$ cat src/rtl/if_id_stage.sv
// Instruction fetch stage with the IF/ID pipeline register.
// Owns the PC, drives the req/ready instruction port and decodes fields.
module if_id_stage #(
  parameter logic [31:0] RESET_PC  = 32'h0000_0000,
  parameter logic [31:0] NOP_INSTR = 32'h0000_0000
) (
  input  logic        Clk,
  input  logic        Rst,
  input  logic        Stall_ID,
  input  logic        Branch_Taken,
  input  logic [31:0] Branch_Target,
  output logic        IMem_Req,
  output logic [31:0] IMem_Addr,
  input  logic        IMem_Ready,
  input  logic [31:0] IMem_Data,
  output logic [31:0] Instr_ID,
  output logic [31:0] PC_Plus4_ID,
  output logic        Valid_ID,
  output logic [5:0]  Opcode_ID,
  output logic [4:0]  Rs_ID,
  output logic [4:0]  Rt_ID,
  output logic [4:0]  Rd_ID,
  output logic [5:0]  Shamt_ID,
  output logic [5:0]  Funct_ID
);

  localparam logic [1:0] FETCH = 2'd0;
  localparam logic [1:0] HELD  = 2'd1;
  localparam logic [1:0] DRAIN = 2'd2;

  logic [1:0]  state_q, state_d;
  logic [31:0] pc_q, pc_d;
  logic [31:0] instr_q, instr_d;
  logic [31:0] pc4_q, pc4_d;
  logic        valid_q, valid_d;
  logic [31:0] skid_instr_q, skid_instr_d;
  logic [31:0] skid_pc4_q, skid_pc4_d;
  logic [31:0] tgt_q, tgt_d;

  logic        xfer;
  logic [31:0] pc_inc;
  logic [31:0] br_tgt;

  assign IMem_Req  = Rst & (state_q != HELD);
  assign IMem_Addr = pc_q;
  assign xfer      = IMem_Req & IMem_Ready;
  assign pc_inc    = pc_q + 32'd4;
  assign br_tgt    = {Branch_Target[31:2], 2'b00};

  always_comb begin
    state_d      = state_q;
    pc_d         = pc_q;
    instr_d      = instr_q;
    pc4_d        = pc4_q;
    valid_d      = valid_q;
    skid_instr_d = skid_instr_q;
    skid_pc4_d   = skid_pc4_q;
    tgt_d        = tgt_q;
    unique case (state_q)
      FETCH: begin
        if (Branch_Taken) begin
          valid_d = 1'b0;
          instr_d = NOP_INSTR;
          if (xfer) begin
            pc_d = br_tgt;
          end else begin
            tgt_d   = br_tgt;
            state_d = DRAIN;
          end
        end else if (xfer) begin
          pc_d = pc_inc;
          if (Stall_ID) begin
            skid_instr_d = IMem_Data;
            skid_pc4_d   = pc_inc;
            state_d      = HELD;
          end else begin
            instr_d = IMem_Data;
            pc4_d   = pc_inc;
            valid_d = 1'b1;
          end
        end else if (!Stall_ID) begin
          valid_d = 1'b0;
          instr_d = NOP_INSTR;
        end
      end
      HELD: begin
        if (Branch_Taken) begin
          pc_d    = br_tgt;
          valid_d = 1'b0;
          instr_d = NOP_INSTR;
          state_d = FETCH;
        end else if (!Stall_ID) begin
          instr_d = skid_instr_q;
          pc4_d   = skid_pc4_q;
          valid_d = 1'b1;
          state_d = FETCH;
        end
      end
      DRAIN: begin
        // the outstanding request must complete before we can redirect
        valid_d = 1'b0;
        instr_d = NOP_INSTR;
        if (Branch_Taken) tgt_d = br_tgt;
        if (xfer) begin
          pc_d    = Branch_Taken ? br_tgt : tgt_q;
          state_d = FETCH;
        end
      end
      default: state_d = FETCH;
    endcase
  end

  always_ff @(posedge Clk or negedge Rst) begin
    if (!Rst) begin
      state_q      <= FETCH;
      pc_q         <= RESET_PC;
      instr_q      <= NOP_INSTR;
      pc4_q        <= 32'd0;
      valid_q      <= 1'b0;
      skid_instr_q <= 32'd0;
      skid_pc4_q   <= 32'd0;
      tgt_q        <= 32'd0;
    end else begin
      state_q      <= state_d;
      pc_q         <= pc_d;
      instr_q      <= instr_d;
      pc4_q        <= pc4_d;
      valid_q      <= valid_d;
      skid_instr_q <= skid_instr_d;
      skid_pc4_q   <= skid_pc4_d;
      tgt_q        <= tgt_d;
    end
  end

  assign Instr_ID    = instr_q;
  assign PC_Plus4_ID = pc4_q;
  assign Valid_ID    = valid_q;
  assign Opcode_ID   = instr_q[31:26];
  assign Rs_ID       = instr_q[25:21];
  assign Rt_ID       = instr_q[20:16];
  assign Rd_ID       = instr_q[15:11];
  assign Shamt_ID    = {1'b0, instr_q[10:6]};
  assign Funct_ID    = instr_q[5:0];

endmodule
$ cat config.mk
export PLATFORM = sky130hd
export DESIGN_NAME = if_id_stage
export DESIGN_NICKNAME = d
export VERILOG_FILES = /design/src/rtl/if_id_stage.sv
export SDC_FILE = /design/constraint.sdc
export NUM_CORES = 1
export LEC_CHECK = 0
export ABC_AREA = 1
export CORE_UTILIZATION = 35
export CTS_BUF_LIST = sky130_fd_sc_hd__clkbuf_8
export DETAILED_ROUTE_END_ITERATION = 8
export HOLD_SLACK_MARGIN = 0.05
export PLACE_DENSITY_LB_ADDON = 0.05
export SETUP_SLACK_MARGIN = 0.4
export SLEW_MARGIN = 20
export SYNTH_ARGS = -nofsm -noshare
export SYNTH_HDL_FRONTEND = slang
export SYNTH_SLANG_ARGS = --single-unit
$ cat constraint.sdc
create_clock -name Clk -period 2 [get_ports Clk]
set_input_delay 0.4 -clock Clk [delete_from_list [all_inputs] [get_ports Clk]]
set_output_delay 0.4 -clock Clk [all_outputs]
set_load 0.02 [all_outputs]
==> results of run 1 <==
cells by family after synthesis:
family                     count (synthesis)
and+or+nand+nor                          563
AOI/OAI and AO/OA                        312
buffers and inverters                    244
DFF                                      195
xor gates and xnor gates                  14
adders and majority gates                  5
other                                      1
layer usage:
layer,wire (µm),track usage,share of wire
met1,16600,0.320,0.49
met2,15000,0.322,0.44
met3,1620,0.0254,0.048
met4,652,0.0662,0.019
met5,0,0,0
sequential cells by signal (all words and copies together) (netlist names):
| name | count |
|---|---|
| IMem_Addr | 32 |
| Instr_ID | 32 |
| PC_Plus4_ID | 32 |
| skid_instr_q | 32 |
| skid_pc4_q | 32 |
| tgt_q | 32 |
| state_q | 2 |
| Valid_ID | 1 |
worst max-delay path, delay by kind of cell, from the launching register on:
family                   cells  cell delay [ps]
AND/OR/NAND/NOR              3              260
buffers and inverters        8              890
AO/OA/AOI/OAI                1               60
flip-flops                   1              460
adder cells (fa/ha/maj)      1              150
stage by stage:
stage	util	cells
global route	0.534	2008
global placement	0.456	1888
CTS	0.488	1959
floorplan	-	1334
finish	0.534	2008
detailed placement	0.456	1888
cells in the mapped netlist, types with 4 or more instances:
library cell,number
buf_2,21
a21boi_1,10
nand4_1,6
clkbuf_1,37
o211ai_1,4
nor2_4,4
buf_4,39
nand2_2,4
o21ai_0,136
nor2_2,6
ha_1,5
dfrtp_1,195
nand2_1,391
inv_1,136
o21ai_1,25
a31oi_1,40
a21oi_1,88
xnor2_1,4
xor2_1,10
nor2_1,114
nand3_1,35
timing repair:
action	in CTS	in global routing
setup buffers	32	30
resized for setup	423	199
endpoints found under the hold margin	36	0
gates cloned	6	19
hold buffers	1	0
pin swaps	7	34
endpoints found under the setup margin	325	281
worst max-delay path by stage:
stage                     from               to  slack [ps]  cells after the start
2_1_floorplan       state_q[1]     IMem_Addr[2]         270                      9
3_3_place_gp      Branch_Taken        tgt_q[17]         -60                     12
3_5_place_dp      Branch_Taken    IMem_Addr[24]         -60                      8
4_1_cts        PC_Plus4_ID[16]  PC_Plus4_ID[16]         140                      1
5_1_grt             state_q[1]    IMem_Addr[26]          50                     11
6_report            state_q[0]   skid_pc4_q[31]         120                     13
power by group:
group | switching (µW) | internal (µW)
registers | 1220 | 5670
clock network | 1650 | 1050
logic | 6580 | 5260
total | 9450 | 12000
cell type report:
cell class,count,area [µm²],share of cell area
clock buffers,17,234,0.0156
clock inverters,15,168,0.0112
inverters,141,576,0.0384
multi-input cells,896,4720,0.315
flip-flops and latches,195,4900,0.326
well taps,378,473,0.0315
repair buffers,365,3930,0.262
repair inverters,1,8.76,0.000584
==> impl_metrics.yaml, run 1 <==
outcome:
  status: "finished clean"
grt:
  grt_start_max_net_pins: 160
  grt_antenna_before_repair: 0
  grt_pass1_wl_um: 48700
  grt_pass1_vias: 8895
  gr-total-overflow: 0
  grtUsageTotal: 0.215
synth:
  synth_edf_count: 0
  synthDistinctLibCells: 35
  synth-compound-area-share: 0.166
  yosys.area_share.simple: 0.222
  seq_area_frac_synth: 0.483
  synth_top_family_by_area: "simple AND/OR/NAND/NOR gates"
  synth_top_area_cell: "dfrtp_1"
  synthFlopType: "dfrtp_1"
  synth_top_area_frac: 0.483
  syn_inst: 1334
  synth_xor_xnor_area_share: 0.0121
  ys_async_sr_fraction: 1.00
  ys_seq_elements: 195
  yosysWarnings: 0
  syn_area_mm2: 0.0101
  synth_nets: 1408
  synth-adder-area-share: 0.00619
  synthMuxAreaShare: 0
  synth_area_per_cell_um2: 7.57
  netlist_top_cells_area: "dfrtp_1 (48%), nand2_1 (15%), o21ai_0 (6.7%)"
sta:
  maxSlewHeadroom: 0.332
  timing.fmax_mhz: 533
  clock_skew_ps: 23.6
  worst_pin_slew_ps: 1000
  finalSetupViolCount: 0
  setup_slack_ps: 122
  hold_viol: 0
  maxSlewViolCount: 0
  min_period_ps: 1880
  hold_ws_ps: 42.1
  rsz0062_at_grt: "yes"
  tns_ps: 0
  period_share: 0.939
critical_path:
  cp-start-kind: "register"
  end_kind: "register"
  arrival_ps: 2290
  path_class: "register to register"
  r2r-start: "state_q[0]"
  max_stage_delay_ps: 460
  cp.required_ps: 2410
  ff2ff_setup_slack_ps: 120
  worstReg2RegEnd: "skid_pc4_q[31]"
  path_cells: "inv_4, ha_4, inv_4, buf_4, buf_4, nor2_4, buf_6, nand2_8, clkinv_8, buf_8, buf_4, nand2_1, o21ai_1"
  crit_top_cell: "buf_4"
  cp_max_fo: 7
  r2r_cells: 13
  critPathSlowestCell: "dfrtp_2"
cts:
  cts-buffers-inserted: 17
  h-tree-depth: 4
  cts.clk_slew.worst_paths_ps: 120
  root_buffer: "clkbuf_8"
  clockBufferDepth: 2
  cts_tree: "yes"
  clock_latency_ps: 480
  clock_sinks: 195
layout:
  final_common_cell: "nand2_1"
  fillCellCount: 2639
  n_antenna_cell: 0
  syn_to_final_growth_pct: 48.5
  finalNetCount: 1691
  stdcell_area_mm2: 0.0150
  drive_above_1_share: 0.284
  layout_common_cells: "nand2_1 (335), dfrtp_1 (182), inv_1 (129)"
floorplan:
  rows: 61
  core_area_mm2: 0.0281
  die_w_um: 172
  die_area_mm2: 0.0295
  io_pins: 200
  start_util: 0.360
  die_y_um: 172
detailed_routing:
  ant_nets: 0
  wire_per_inst_um: 16.9
  detail_route.first_pass.iterations: 5
  drt_first_iter_violations: 783
  totalWireLength_um: 33800
  via_per_inst: 4.92
  post-route-drc-count: 0
  vias: 9875
placed_design:
  hpwl_um: 21000
  place_congestion: 0.847
  port_buffers: 196
  placed_area_mm2: 0.0128
  dp_slack_ps: -63.0
pwr:
  p_per_area_mw_per_mm2: 1430
  irDropWorstVdd_mv: 0.594
  leakagePower_uw: 0.00734
  power.total_uw: 21400
worst_hold_path:
  hp-class: "input pin to asynchronous set/reset pin"
run:
  cap_violations: 0
No activity file was read; power rests on OpenSTA's default activity.
==> inputs of run 2 (changes only) <==
- SETUP_SLACK_MARGIN: 0.4 -> unset
==> run 2 against run 1 <==
Net effect: non-clock buffer count down 80; critical path depth down 8; largest cell class unchanged; maximum frequency down 4.4%; critical path type is now register to output port; combinational power down 17%; critical endpoint is now IMem_Req.
==> impl_metrics.yaml, run 2 (synthesis results as in run 1) <==
sta:
  min_period_ps: 1960
  rsz0062_at_grt: "yes"
  maxSlewHeadroom: 0.428
  worst_pin_slew_ps: 858
  tns_ps: 0
  timing.fmax_mhz: 509
  period_share: 0.982
  hold_viol: 0
  clock_skew_ps: 26.9
  hold_ws_ps: 84.0
  finalSetupViolCount: 0
  maxSlewViolCount: 0
  setup_slack_ps: 35.9
floorplan:
  die_y_um: 172
  die_area_mm2: 0.0295
  die_w_um: 172
  start_util: 0.360
  rows: 61
  io_pins: 200
  core_area_mm2: 0.0281
layout:
  multiInputGateArea_mm2: 0.00419
  fillCellCount: 2874
  final-instance-count-excl-fill: 1926
  final_common_cell: "nand2_1"
  fin_util: 0.478
  layout_common_cells: "nand2_1 (387), dfrtp_1 (193), clkdlybuf4s50_1 (165)"
  syn_to_final_growth_pct: 33.0
  n_antenna_cell: 0
  drive_above_1_share: 0.105
  ff_latch_area_mm2: 0.00488
  finalNetCount: 1609
placed_design:
  port_buffers: 196
  dp_cells: 1883
  place_congestion: 0.885
  hpwl_um: 20800
  dp_slack_ps: -244
outcome:
  status: "finished clean"
pwr:
  p_int_uw: 10800
  share_comb_of_total_power: 0.507
  p_seq_frac: 0.357
  power.switching_uw: 8450
  p_per_area_mw_per_mm2: 1430
  power.share.switching: 0.440
  leakagePower_uw: 0.00654
  p_clk_frac: 0.136
  irDropWorstVdd_mv: 0.557
grt:
  grt_pass1_vias: 8642
  grt_antenna_before_repair: 0
  grt_pass1_wl_um: 46700
  grtUsageTotal: 0.205
  grt_start_max_net_pins: 131
  gr-total-overflow: 0
critical_path:
  cp.required_ps: 1600
  ff2ff_setup_slack_ps: 50
  cp_max_fo: 5
  arrival_ps: 1560
  end_kind: "output port"
  r2r-start: "state_q[1]"
  worst-path-buf-inv: 3
  cp-start-kind: "register"
  critPathSlowestCell: "dfrtp_1"
  path_cells: "buf_4, ha_4, nor2_4, buf_6, buf_6"
  worst-path-stages: 5
  crit_start: "state_q[0]"
  worstReg2RegEnd: "IMem_Addr[30]"
  path_class: "register to output port"
  r2r_cells: 10
  endpoint: "IMem_Req"
  crit_top_cell: "buf_6"
  critical-path-top-delay-family: "flip-flops"
  max_stage_delay_ps: 420
detailed_routing:
  via_per_inst: 4.79
  totalWireLength_um: 30200
  wire_per_inst_um: 15.7
  vias: 9219
  drt_first_iter_violations: 608
  post-route-drc-count: 0
  detail_route.first_pass.iterations: 6
  ant_nets: 0
cts:
  root_buffer: "clkbuf_8"
  clockBufferDepth: 2
  clock_latency_ps: 490
  cts.clk_slew.worst_paths_ps: 130
  cts_tree: "yes"
  cts-buffers-inserted: 17
  clock_sinks: 195
  postCtsHoldBufs: 0
  h-tree-depth: 4
worst_hold_path:
  hp-class: "input pin to asynchronous set/reset pin"
run:
  cap_violations: 0
run 2: cell count changes in the layout (fill, tap and decap cells not counted), moves of 36 or more:
| cell | change |
|---|---|
| nand2_2 | -36 |
| clkdlybuf4s15_2 | -57 |
| o21ai_0 | +73 |
| o21ai_2 | -37 |
| o21ai_1 | -36 |
| clkdlybuf4s50_1 | +100 |
| nand2_1 | +52 |
run 2: worst min-delay path by stage:
stage                     start          endpoint  slack (ps)  depth (start not counted)
6_report                    Rst   skid_instr_q[4]          80                          3
5_1_grt                     Rst   skid_instr_q[4]         110                          3
4_1_cts                     Rst  skid_instr_q[10]         160                          3
3_5_place_dp    PC_Plus4_ID[29]   PC_Plus4_ID[29]         460                          2
3_3_place_gp   skid_instr_q[26]  skid_instr_q[26]         460                          2
2_1_floorplan               Rst      IMem_Addr[0]         100                          0
run 2: stage by stage:
stage | cell area [µm²] | power [µW]
5_1_grt | 13400 | 20700
3_5_place_dp | 12800 | 16500
3_3_place_gp | 12800 | 16400
2_1_floorplan | 10100 | 12200
6_report | 13400 | 19200
4_1_cts | 13200 | 19100
run 2: final cells by class:
cell class                      count  area share
Sequential cell                   195       0.363
Multi-Input combinational cell    895       0.312
Timing Repair Buffer              285       0.220
Inverter                          141      0.0400
Tap cell                          378      0.0352
Clock buffer                       17      0.0174
Clock inverter                     15      0.0123
run 2: worst reg2reg max path, stage by stage (launching register included):
cell and delay, ps:
dfrtp_1 410, buf_6 130, ha_4 150, inv_2 50, buf_6 110, nand2_4 50
a21oi_4 280, buf_12 170, o21ai_0 80, a21oi_1 300, a21oi_1 120
run 2: timing repair:
action                     CTS  global route
setup endpoints to repair   28            64
buffers inserted             0             7
cloned                       0             4
pin swaps                    0             6
gates resized for setup     34            33
run 2: layer usage:
layer | track usage | routed length, µm
met3 | 0.0362 | 1440
met1 | 0.268 | 13600
met5 | 0 | 0
met2 | 0.347 | 14600
met4 | 0.0585 | 539
run 2: power by group through the flow:
stage,clock network (µW),logic (µW),registers (µW)
floorplan,0,4580,7590
global placement,0,9510,6900
detailed placement,0,9620,6930
CTS,2730,9490,6850
global route,2880,10700,7080
finish,2610,9750,6850
==> inputs of run 3 (changes only) <==
- TNS_END_PERCENT: unset -> 30
==> run 3 against run 2 <==
Net effect: cell area is the same; non-clock buffer count is the same; via count hardly changed; clock-buffer cell count unchanged; global-route usage unchanged; cell count unchanged; total power about the same; sequential power is essentially flat; utilization is the same; routed wire length barely moved; combinational power is essentially flat.
==> impl_metrics.yaml, run 3 (synthesis results as in run 1) <==
outcome:
  status: "finished clean"
placed_design:
  place_congestion: 0.885
  dp_slack_ps: -244
  hpwl_um: 20800
  port_buffers: 196
cts:
  cts.clk_slew.worst_paths_ps: 130
  clockBufferDepth: 2
  postCtsHoldBufs: 0
  root_buffer: "clkbuf_8"
  clock_latency_ps: 490
  h-tree-depth: 4
  cts-buffers-inserted: 17
  cts_tree: "yes"
  clock_sinks: 195
sta:
  period_share: 0.982
  clock_skew_ps: 26.8
  finalSetupViolCount: 0
  maxSlewViolCount: 0
  worst_pin_slew_ps: 857
  min_period_ps: 1960
  hold_viol: 0
  timing.fmax_mhz: 509
  setup_slack_ps: 35.4
  maxSlewHeadroom: 0.429
  rsz0062_at_grt: "yes"
layout:
  fillCellCount: 2874
  finalNetCount: 1609
  drive_above_1_share: 0.105
  n_antenna_cell: 0
  fin_util: 0.478
  final_common_cell: "nand2_1"
  layout_common_cells: "nand2_1 (387), dfrtp_1 (193), clkdlybuf4s50_1 (165)"
  syn_to_final_growth_pct: 33.0
detailed_routing:
  totalWireLength_um: 30200
  vias: 9225
  ant_nets: 0
  drt-met1-wl_um: 13600
  wl_met3_um: 1470
  post-route-drc-count: 0
  route.met2.wl_um: 14600
  wire_per_inst_um: 15.7
  detail_route.first_pass.iterations: 6
  top_layer: "met4"
  drt_first_iter_violations: 606
  via_per_inst: 4.79
critical_path:
  cp.required_ps: 1600
  r2r-start: "state_q[1]"
  end_kind: "output port"
  arrival_ps: 1560
  worst-path-buf-inv: 3
  ff2ff_setup_slack_ps: 40
  critPathSlowestCell: "dfrtp_1"
  cp_max_fo: 5
  crit_top_cell: "buf_6"
  r2r_cells: 10
  worstReg2RegEnd: "IMem_Addr[30]"
  critical-path-top-delay-family: "flip-flops"
  max_stage_delay_ps: 420
  cp-start-kind: "register"
  path_class: "register to output port"
  worst-path-stages: 5
  endpoint: "IMem_Req"
  path_cells: "buf_4, ha_4, nor2_4, buf_6, buf_6"
  crit_start: "state_q[0]"
worst_hold_path:
  hp-class: "input pin to asynchronous set/reset pin"
pwr:
  leakagePower_uw: 0.00654
  irDropWorstVdd_mv: 0.556
  p_per_area_mw_per_mm2: 1430
grt:
  grt_start_max_net_pins: 131
  grtUsageTotal: 0.205
  grt_pass1_wl_um: 46700
  grt_pass1_vias: 8642
  grt_antenna_before_repair: 0
  gr-total-overflow: 0
floorplan:
  die_y_um: 172
  core_area_mm2: 0.0281
  rows: 61
  start_util: 0.360
  die_area_mm2: 0.0295
  die_w_um: 172
  io_pins: 200
run:
  cap_violations: 0
run 3: cell counts in the layout (fill, tap and decap cells not counted):
Identical to the previous run, type by type.
run 3: worst min path at each step:
| stage | endpoint | from | cells past startpoint |
|---|---|---|---|
| after global routing | skid_instr_q[4] | Rst | 3 |
| after CTS | skid_instr_q[10] | Rst | 3 |
| after global placement | skid_instr_q[26] | skid_instr_q[26] | 2 |
| after detailed placement | PC_Plus4_ID[29] | PC_Plus4_ID[29] | 2 |
| after floorplan | IMem_Addr[0] | Rst | 0 |
| final | skid_instr_q[4] | Rst | 3 |
run 3: cell type report:
| type | instances | area (µm²) | share of cell area |
|---|---|---|---|
| flip-flops and latches | 195 | 4880 | 0.363 |
| multi-input cells | 895 | 4190 | 0.312 |
| repair buffers | 285 | 2950 | 0.220 |
| inverters | 141 | 537 | 0.0400 |
| well taps | 378 | 473 | 0.0352 |
| clock buffers | 17 | 234 | 0.0174 |
| clock inverters | 15 | 165 | 0.0123 |
run 3: routing by layer:
| layer | vias to the layer above | track usage |
|---|---|---|
| met5 | - | 0 |
| met4 | 0 | 0.0585 |
| met3 | 26 | 0.0362 |
| met2 | 241 | 0.347 |
| met1 | 4327 | 0.268 |
| li1 | 4631 | - |
run 3: tightest hold or removal path, stage by stage:
cell and delay, ps:
clkbuf_8 110, buf_4 110, buf_12 470
run 3: metrics by stage:
| step | cell area (µm²) | hold WS [ps] | cells | TNS (ps) | total power, µW |
|---|---|---|---|---|---|
| after floorplan | 10100 | 104 | 1334 | 0 | 12200 |
| after global placement | 12800 | 462 | 1883 | -24880 | 16400 |
| after detailed placement | 12800 | 464 | 1883 | -27320 | 16500 |
| after CTS | 13200 | 162 | 1915 | -36.3 | 19100 |
| after global routing | 13400 | 114 | 1926 | -116 | 20700 |
| final | 13400 | 82.9 | 1926 | 0 | 19200 |
run 3: power by group:
part	internal (µW)	leakage, µW	switching [µW]
clock network	943	0.000201	1670
logic	4160	0.00391	5580
registers	5650	0.00243	1200
run 3: timing repair:
| action | CTS | global route |
|---|---|---|
| setup buffers | 0 | 7 |
| pin swaps | 0 | 5 |
| gates cloned | 0 | 4 |
| endpoints found under the hold margin | 0 | 0 |
| gates resized for setup | 34 | 32 |
| setup endpoints to repair | 28 | 64 |
